**config.mk**
```make
export PLATFORM = sky130hd
export DESIGN_NAME = tx_response_arbiter
export DESIGN_NICKNAME = d
export VERILOG_FILES = /design/src/rtl/tx_response_arbiter.sv
export SDC_FILE = /design/constraint.sdc
export NUM_CORES = 1
export LEC_CHECK = 0
export ABC_AREA = 1
export CAP_MARGIN = 20
export CORE_AREA = 2 2 122 88
export CTS_BUF_LIST = sky130_fd_sc_hd__clkbuf_8
export DETAILED_ROUTE_END_ITERATION = 6
export DIE_AREA = 0 0 124 90
export HOLD_SLACK_MARGIN = 0.12
export PLACE_DENSITY = 0.9
export SETUP_SLACK_MARGIN = 0.2
export SLEW_MARGIN = 20
export SYNTH_ARGS = -nofsm -noshare
export SYNTH_HDL_FRONTEND = slang
export SYNTH_SLANG_ARGS = --single-unit
```
**constraint.sdc**
```tcl
create_clock -name i_Clock -period 3.2 [get_ports i_Clock]
set_clock_uncertainty 0.15 [all_clocks]
set_input_delay 0.96 -clock i_Clock [delete_from_list [all_inputs] [get_ports i_Clock]]
set_output_delay 0.96 -clock i_Clock [all_outputs]
set_load 0.01 [all_outputs]
```
**src/rtl/tx_response_arbiter.sv**
```systemverilog
// Shares one uart_tx between N_IF response sources: one holding slot per source,
// round-robin grant, and a two-byte frame (code, then data) with a per-byte done timeout.
module tx_response_arbiter #(
    parameter int unsigned N_IF        = 4,
    parameter int unsigned TIMEOUT_CYC = 200000
) (
    input  logic              i_Clock,
    input  logic              i_Reset,
    input  logic [N_IF-1:0]   i_Req_Valid,
    input  logic [8*N_IF-1:0] i_Req_Code,
    input  logic [8*N_IF-1:0] i_Req_Data,
    output logic [N_IF-1:0]   o_Req_Busy,
    output logic [N_IF-1:0]   o_Drop,
    output logic              o_Tx_DV,
    output logic [7:0]        o_Tx_Byte,
    input  logic              i_Tx_Done,
    output logic              o_Busy,
    output logic              o_Timeout
);

    localparam int unsigned   LW      = (N_IF > 1) ? $clog2(N_IF) : 1;
    localparam int unsigned   CW      = (TIMEOUT_CYC > 1) ? $clog2(TIMEOUT_CYC) : 1;
    localparam logic [CW-1:0] CntLast = CW'(TIMEOUT_CYC - 1);

    typedef enum logic [2:0] {
        StIdle,
        StSendHi,
        StWaitHi,
        StSendLo,
        StWaitLo,
        StTimeout
    } state_e;

    state_e          state_q, state_d;
    logic [N_IF-1:0] pending_q, pending_d;
    logic [N_IF-1:0] drop_q, drop_d;
    logic [7:0]      slot_code_q [N_IF];
    logic [7:0]      slot_code_d [N_IF];
    logic [7:0]      slot_data_q [N_IF];
    logic [7:0]      slot_data_d [N_IF];
    logic [7:0]      work_data_q, work_data_d;
    logic [7:0]      tx_byte_q, tx_byte_d;
    logic [LW-1:0]   last_q, last_d;
    logic [CW-1:0]   cnt_q, cnt_d;
    logic            grant;
    logic [LW-1:0]   grant_idx;
    logic [LW-1:0]   cand;

    // Search starts just after the last winner so every source gets a turn.
    always_comb begin
        grant     = 1'b0;
        grant_idx = '0;
        cand      = '0;
        if (state_q == StIdle) begin
            for (int unsigned i = 1; i <= N_IF; i++) begin
                cand = LW'((32'(last_q) + i) % N_IF);
                if (!grant && pending_q[cand]) begin
                    grant     = 1'b1;
                    grant_idx = cand;
                end
            end
        end
    end

    always_comb begin
        state_d     = state_q;
        pending_d   = pending_q;
        drop_d      = '0;
        slot_code_d = slot_code_q;
        slot_data_d = slot_data_q;
        work_data_d = work_data_q;
        tx_byte_d   = tx_byte_q;
        last_d      = last_q;
        cnt_d       = cnt_q;

        // Clearing the granted slot first lets a request arriving in its grant cycle land.
        if (grant) begin
            pending_d[grant_idx] = 1'b0;
        end
        for (int k = 0; k < N_IF; k++) begin
            if (i_Req_Valid[k]) begin
                if (!pending_d[k]) begin
                    pending_d[k]   = 1'b1;
                    slot_code_d[k] = i_Req_Code[8*k +: 8];
                    slot_data_d[k] = i_Req_Data[8*k +: 8];
                end else begin
                    drop_d[k] = 1'b1;
                end
            end
        end

        unique case (state_q)
            StIdle: begin
                if (grant) begin
                    state_d     = StSendHi;
                    tx_byte_d   = slot_code_q[grant_idx];
                    work_data_d = slot_data_q[grant_idx];
                    last_d      = grant_idx;
                end
            end
            StSendHi: begin
                state_d = StWaitHi;
                cnt_d   = '0;
            end
            StSendLo: begin
                state_d = StWaitLo;
                cnt_d   = '0;
            end
            StWaitHi, StWaitLo: begin
                if (i_Tx_Done) begin
                    if (state_q == StWaitHi) begin
                        state_d   = StSendLo;
                        tx_byte_d = work_data_q;
                    end else begin
                        state_d = StIdle;
                    end
                end else if (cnt_q == CntLast) begin
                    state_d = StTimeout;
                end else if (cnt_q != '1) begin
                    cnt_d = cnt_q + 1'b1;
                end
            end
            StTimeout: begin
                state_d = StIdle;
            end
            default: begin
                state_d = StIdle;
            end
        endcase
    end

    always_ff @(posedge i_Clock) begin
        if (i_Reset) begin
            state_q     <= StIdle;
            pending_q   <= '0;
            drop_q      <= '0;
            slot_code_q <= '{default: '0};
            slot_data_q <= '{default: '0};
            work_data_q <= '0;
            tx_byte_q   <= '0;
            last_q      <= LW'(N_IF - 1);
            cnt_q       <= '0;
        end else begin
            state_q     <= state_d;
            pending_q   <= pending_d;
            drop_q      <= drop_d;
            slot_code_q <= slot_code_d;
            slot_data_q <= slot_data_d;
            work_data_q <= work_data_d;
            tx_byte_q   <= tx_byte_d;
            last_q      <= last_d;
            cnt_q       <= cnt_d;
        end
    end

    assign o_Req_Busy = pending_q;
    assign o_Drop     = drop_q;
    assign o_Tx_DV    = (state_q == StSendHi) || (state_q == StSendLo);
    assign o_Tx_Byte  = tx_byte_q;
    assign o_Busy     = (state_q != StIdle);
    assign o_Timeout  = (state_q == StTimeout);

endmodule

```
==> impl_results.md, run 1 <==
- Max_cap viols: 0
- Setup repair bufs after CTS: 0
- H-tree levels: 3
- Clk root buf: clkbuf_8
- Hold wc startpoint: cnt_q[4]
- Worst hold path depth: 2
- Die Y: about 90 microns
- Met1 wire length: between 6 and 7 mm
- Worst reg2reg path endpoint: work_data_q[0]
- Maximum net fanout on the critical path: 6
- Final antenna-violating net count: 0
- Post-Synthesis Cells: between 700 and 800
- Required time of the critical path: between 2000 and 2500 ps
- Setup violators final: 0
- DR vias: 5424
- CP peak stage delay: 500 ps
- Seq/Total Area, Yosys: roughly 41%
- CP Capture Type: primary output
- Layout Nets: between 900 and 1000
- Routed wire length: about 14 mm
- Startpoint Class: flip-flop
- Largest net degree at the start of global routing: 59
- Synth unique cells: 34
- Total global routing track utilization: between 20% and 30%
- Num rows: 31
- Ratio of cells with drive above 1 in the final layout: 6.16%
- Reg area: approximately 2200 sq um
- Cell area after synthesis: 5390 sq um
- Ant. Diodes: 0
- Area Overhead vs Synth: 21.3%
- R2r startpoint: last_q[1]
- Worst skew pair latency: around 380 ps
- GR Overflow Total: 0
- Pwr dens: 841 nW/um^2
- Measured slew at the worst slew-check pin: 613 ps
- CP Launch Point: state_q[0]
- DR WL/cell: 13.8 microns
- Clock buffer count from CTS: 9
- Initial Utilization: about 53%
- Worst hold path type: flip-flop to flip-flop
- Syn avg cell area: about 6.8 sq um
- Critical path's slowest cell: clkdlybuf4s50_1
- Die ar.: 11200 sq um
- Max Clk Rate: between 300 and 400 MHz
- Tmin final: around 2800 ps
- Metal3 WL: approximately 1.3 mm
- Max-slew violation count: 0
- Post-synthesis net count: 865
- Final Hold Fails: 0
- DRT iter0 DRCs: 520
- Peak supply drop: about 380 uV
- Number of fill cells: slightly below 900
- Endpoint, Worst Hold: cnt_q[4]
- Reg2Reg Setup Slack: 490 ps
- Core region area: between 10000 and 15000 sq um
- Setup_tns: 0 ps
- DR DRC count: 0
- Clk buf depth: 2
- Vias in the first global route: between 4000 and 5000
- Hpwl dp: between 10 and 15 mm
- Clk pin slew, worst setup/hold paths: 100 ps
- First-pass GRT wire length: approximately 23 mm
- Final cycle utilization of the critical path: between 80% and 90%
- RD Place Congestion: around 0.92
- DR vias/cell: 5.38
- Worst Path Arrival: between 1500 and 2000 ps
- Post-Route Utilization: 64.8%
- DR pass1 iterations: 5
- Die X: 124 microns
- RSZ-0062 raised after global routing: no
- Crit-path cells: nor2_1 -> nand2_1 -> clkdlybuf4s50_1
- Seq cells post-synth: ~110
- Slew Limit Headroom: slightly below 60%
- Yosys warnings: 0
- R2R depth: 16
- Clk sink count: ~110
- Status: complete, no violations
- DR top layer: met4
- Leakage: 2.71 nW
- Antenna violations before repair: 0
- Multi-input logic area: between 2000 and 3000 sq um
- Met2 wire length: about 6.0 mm
- Buffers added on ports: 89
- TritonCTS clock tree: done
- Crit path kind: flip-flop to primary output
- # IOs: 90
per-layer routing:
metal / GRT usage [%] / vias to the layer above
li1: - / 2737
met2: 37.0 / 238
met4: 7.40 / 0
met5: 0 / -
met3: 5.71 / 16
met1: 39.1 / 2433
synth_stat cells (all sizes together):
library cell	instances	area share [%]
dfxtp	111	41
nor4	3	0.35
buf	15	2.0
nor3	31	2.9
o21ai	76	7.4
xor2	3	0.49
a31oi	1	0.12
clkbuf	22	1.6
inv	96	6.8
xnor2	2	0.33
nand3	80	7.6
nor2	114	8.2
a21oi	57	5.7
a211oi	2	0.28
o211ai	18	2.5
clkinv	3	0.23
nand2	153	11
ha	1	0.23
nand4	5	0.58
area by class of cell:
cell class                      instances  share of cell area [%]
Sequential cell                       111                    34.0
Clock buffer                            9                    1.89
Timing Repair Buffer                  105                    15.5
Multi-Input combinational cell        546                    39.7
Clock inverter                          7                   0.631
Inverter                               99                    5.80
Tap cell                              132                    2.53
registers in the layout, summed over array words and instances (netlist names):
signal	flops
slot_code_q	32
slot_data_q	32
cnt_q	18
o_Tx_Byte	8
work_data_q	8
o_Drop	4
o_Req_Busy	4
state_q	3
last_q	2
cells in the final DEF (no fill, tap or decap), drive strengths merged:
cell type	n
a211oi	2
xor2	3
o211ai	18
nand3	80
xnor2	2
nor2	114
nor4	3
dfxtp	111
clkbuf	9
nor3	31
ha	1
nand2	153
a21oi	57
nand4	5
clkinv	4
clkdlybuf4s50	89
inv	100
buf	16
clkinvlp	2
o21ai	76
a31oi	1
cell families after synthesis:
kind of cell | Yosys count | share of synthesized area (%)
flops | 111 | 41.2
buf+inv | 136 | 10.6
xor+xnor | 5 | 0.813
compound gates | 154 | 16.0
simple gates | 386 | 31.1
fa+ha+maj | 1 | 0.232
where the power goes:
group	internal [mW]	switching (mW)
logic	1.04	1.91
clock network	0.278	0.478
registers	1.63	0.162
repair_timing:
action / in CTS / in global routing
setup endpoints to repair: 0 / 24
resized for setup: 0 / 2
hold buffers: 0 / 0
how the worst max path moves through the flow:
stage,endpoint,cells after the start
5_1_grt,work_data_q[5],16
3_3_place_gp,cnt_q[16],9
4_1_cts,slot_code_q[5],15
2_1_floorplan,slot_code_q[30],16
3_5_place_dp,slot_code_q[5],15
6_report,o_Busy,3
worst max-delay path: cells and delay by family, from the launching register on:
kind | cells | cell delay [ps]
buffers and inverters | 1 | 500
flip-flops | 1 | 370
AND/OR/NAND/NOR | 2 | 430
through the flow:
step | power (mW) | cell area (sq um) | hold WS, ps | instances | worst slack (ps)
floorplan | 3.90 | 5390 | 271 | 793 | 1060
global placement | 4.64 | 6370 | 280 | 993 | 456
detailed placement | 4.70 | 6370 | 297 | 993 | 384
CTS | 5.46 | 6540 | 311 | 1009 | 365
global route | 5.95 | 6540 | 329 | 1009 | 214
finish | 5.50 | 6540 | 310 | 1009 | 409
Note: power is estimated with default switching activity, not from simulation.
==> run 2, diff against run 1 <==
CORE_AREA = 2 2 159 114   (was 2 2 122 88)
DIE_AREA = 0 0 161 116   (was 0 0 124 90)
PLACE_DENSITY = 0.61   (was 0.9)
SKIP_LAST_GASP = 1   (was unset)
==> run 2 against run 1 <==
Die area rose by 67%. Global-route usage fell by 9.9 points. Hold slack got worse by 8.7 ps. Cell area rose by 3.2%. Total power rose by 4.5%. Combinational power rose by 3%. Non-clock buffer count rose by 3. Final cell count rose by 10%. Clock power rose by 21%. Clock-buffer cell count did not move. Sequential power barely moved. Critical path type unchanged.
==> impl_results.md, run 2 (synthesis results as in run 1) <==
- Status: complete, no violations
- Post-Route Utilization: 39.6% (-25 points)
- Seq pwr share: 31.1% (-1.5 points)
- Clock network power share: 15.9% (+2.2 points)
- Setup_tns: 0 ps (unchanged)
- Setup violators final: 0 (unchanged)
- TritonCTS clock tree: done
- Endpoint, Worst Hold: cnt_q[4]
- Peak supply drop: 406 uV (+7.1%)
- Core region area: 17000 sq um (+69%)
- Vias in the first global route: 4648 (-4.1%)
- Dpl ws: 473 ps (+89.5 ps)
- Reg2Reg Setup Slack: 590 ps (+100 ps)
- Worst setup margin: 382 ps (-26.5 ps)
- Worst skew pair latency: 380 ps (about the same)
- Hpwl dp: 11.4 mm (+9.9%)
- RD Place Congestion: 0.889 (-3.9%)
- Final cycle utilization of the critical path: 88.1% (+0.83 points)
- Most common cell after layout, fill and taps aside: nand2_1
- Largest regs: slot_code_q (32), slot_data_q (32), cnt_q (18)
- Clk pin slew, worst setup/hold paths: 120 ps (+20 ps)
- Hold wc startpoint: cnt_q[4]
- Worst hold path depth: 2 (unchanged)
- Switching power: 2.66 mW (+4.1%)
- Crit path kind: flip-flop to primary output
- DR DRC count: 0 (unchanged)
- Most frequent cells in the layout: 144 x nand2_1, 112 x nor2_1, 111 x dfxtp_1, 92 x inv_1, 89 x clkdlybuf4s50_1
- Layout Nets: 947 (+0.32%)
- Leakage: 2.75 nW (+1.4%)
- Total power: 5.75 mW (+4.5%)
- Pwr dens: 852 nW/um^2 (+1.3%)
- Clk root buf: clkbuf_8
- H-tree levels: 3 (unchanged)
- RSZ-0062 raised after global routing: no
- Initial Utilization: 31.7% (-22 points)
- Int Pwr: 3.09 mW (+4.9%)
- Clk sink count: 111 (unchanged)
- GR Overflow Total: 0 (unchanged)
- Max_cap viols: 0 (unchanged)
- Logic pwr share: 53.1% (-0.5 points)
- Final Hold Fails: 0 (unchanged)
- Startpoint Class: flip-flop
- First-pass GRT wire length: 23.8 mm (+3.1%)
- Max Clk Rate: 355 MHz (-0.94%)
- Final antenna-violating net count: 0 (unchanged)
- Maximum net fanout on the critical path: 6 (unchanged)
- Tmin final: 2820 ps (+26.5 ps)
- R2R depth: 16 (unchanged)
- Die ar.: 18700 sq um (+67%)
- Buffers added on ports: 89 (unchanged)
- DR vias/cell: 4.74 (-12%)
- Clock buffer count from CTS: 9 (unchanged)
- Slew Limit Headroom: 48.8% (-10 points)
- DR vias: 5262 (-3.0%)
- Ant. Diodes: 0 (unchanged)
- Antenna violations before repair: 0 (unchanged)
- Num rows: 40 (+29%)
- Routed wire length: 15.0 mm (+7.8%)
- Max-slew violation count: 0 (unchanged)
- DR WL/cell: 13.5 microns (-2.1%)
- Sw Ratio: 46.2% (-0.21 points)
- Measured slew at the worst slew-check pin: 765 ps (+152 ps)
- DR pass1 iterations: 7 (+2)
- Die Y: 116 microns (+29%)
- DRT iter0 DRCs: 410 (-21%)
- Ratio of cells with drive above 1 in the final layout: 6.59% (+0.43 points)
- Clk buf depth: 2 (unchanged)
- Worst Path Arrival: 1710 ps (+30 ps)
- Total global routing track utilization: 16.1% (-9.9 points)
- Worst hold path type: flip-flop to flip-flop
- Required time of the critical path: 2090 ps (about the same)
- Hold buffers post-CTS: 0 (unchanged)
- Largest net degree at the start of global routing: 59 (unchanged)
- # IOs: 90 (unchanged)
- Hold Slack: 301 ps (-8.74 ps)
- Worst reg2reg path endpoint: work_data_q[4]
- CP Capture Type: primary output
- Area Overhead vs Synth: 25.2%
- R2r startpoint: last_q[0]
- Die X: 161 microns (+30%)
[run 2: cell count changes in the layout (fill, tap and decap cells not counted), sizes merged]
cell      change
buf           +3
clkinvlp      -2
bufinv        +1
inv           +1
[run 2: layer usage]
metal  share of wire (%)  vias up  GRT usage [%]
met4                0.67        0           2.98
met1                  53     2375           24.2
met2                  41      140           23.5
li1                    -     2738              -
met3                 5.5        9           3.72
met5                   0        -              0
[run 2: worst max path at each step]
stage               startpoint               to  slack, ps  depth (start not counted)
floorplan            last_q[0]  slot_code_q[30]       1060                         16
global placement     i_Tx_Done        cnt_q[12]        500                         10
detailed placement   i_Tx_Done        cnt_q[12]        470                         10
global route         last_q[0]   work_data_q[4]        310                         16
CTS                 state_q[0]           o_Busy        400                          3
finish              state_q[0]           o_Busy        380                          3
[run 2: final cells by class]
type                       instances  area, sq um
fill                            1812        10300
multi-input combinational        546         2590
sequential                       111         2220
timing repair buffer             108         1050
inverter                          99          379
tap                              231          289
clock buffer                       9          124
clock inverter                     7         90.1
[run 2: power groups by stage]
stage	combinational, mW	sequential (mW)	clock [mW]
final	3.05	1.79	0.912
after global routing	3.43	1.81	0.985
after CTS	3.05	1.79	0.940
after detailed placement	3.04	1.82	0
after global placement	3.01	1.81	0
after floorplan	2.11	1.79	0
[run 2: worst max-delay path: stages, from the launching register on]
cell and delay (ps):
dfxtp_1 380, nor2_1 300, nand2_1 140, clkdlybuf4s50_1 510
[run 2: what timing repair did]
| item | 4_1_cts | 5_1_grt |
|---|---|---|
| endpoints found under the setup margin | 0 | 2 |
| gates resized for setup | 0 | 1 |
| buffers inserted | 0 | 0 |
[run 2: through the flow]
stage | cells | instance area (sq um)
floorplan | 793 | 5390
global placement | 1095 | 6530
detailed placement | 1095 | 6530
CTS | 1111 | 6740
global route | 1111 | 6750
finish | 1111 | 6750
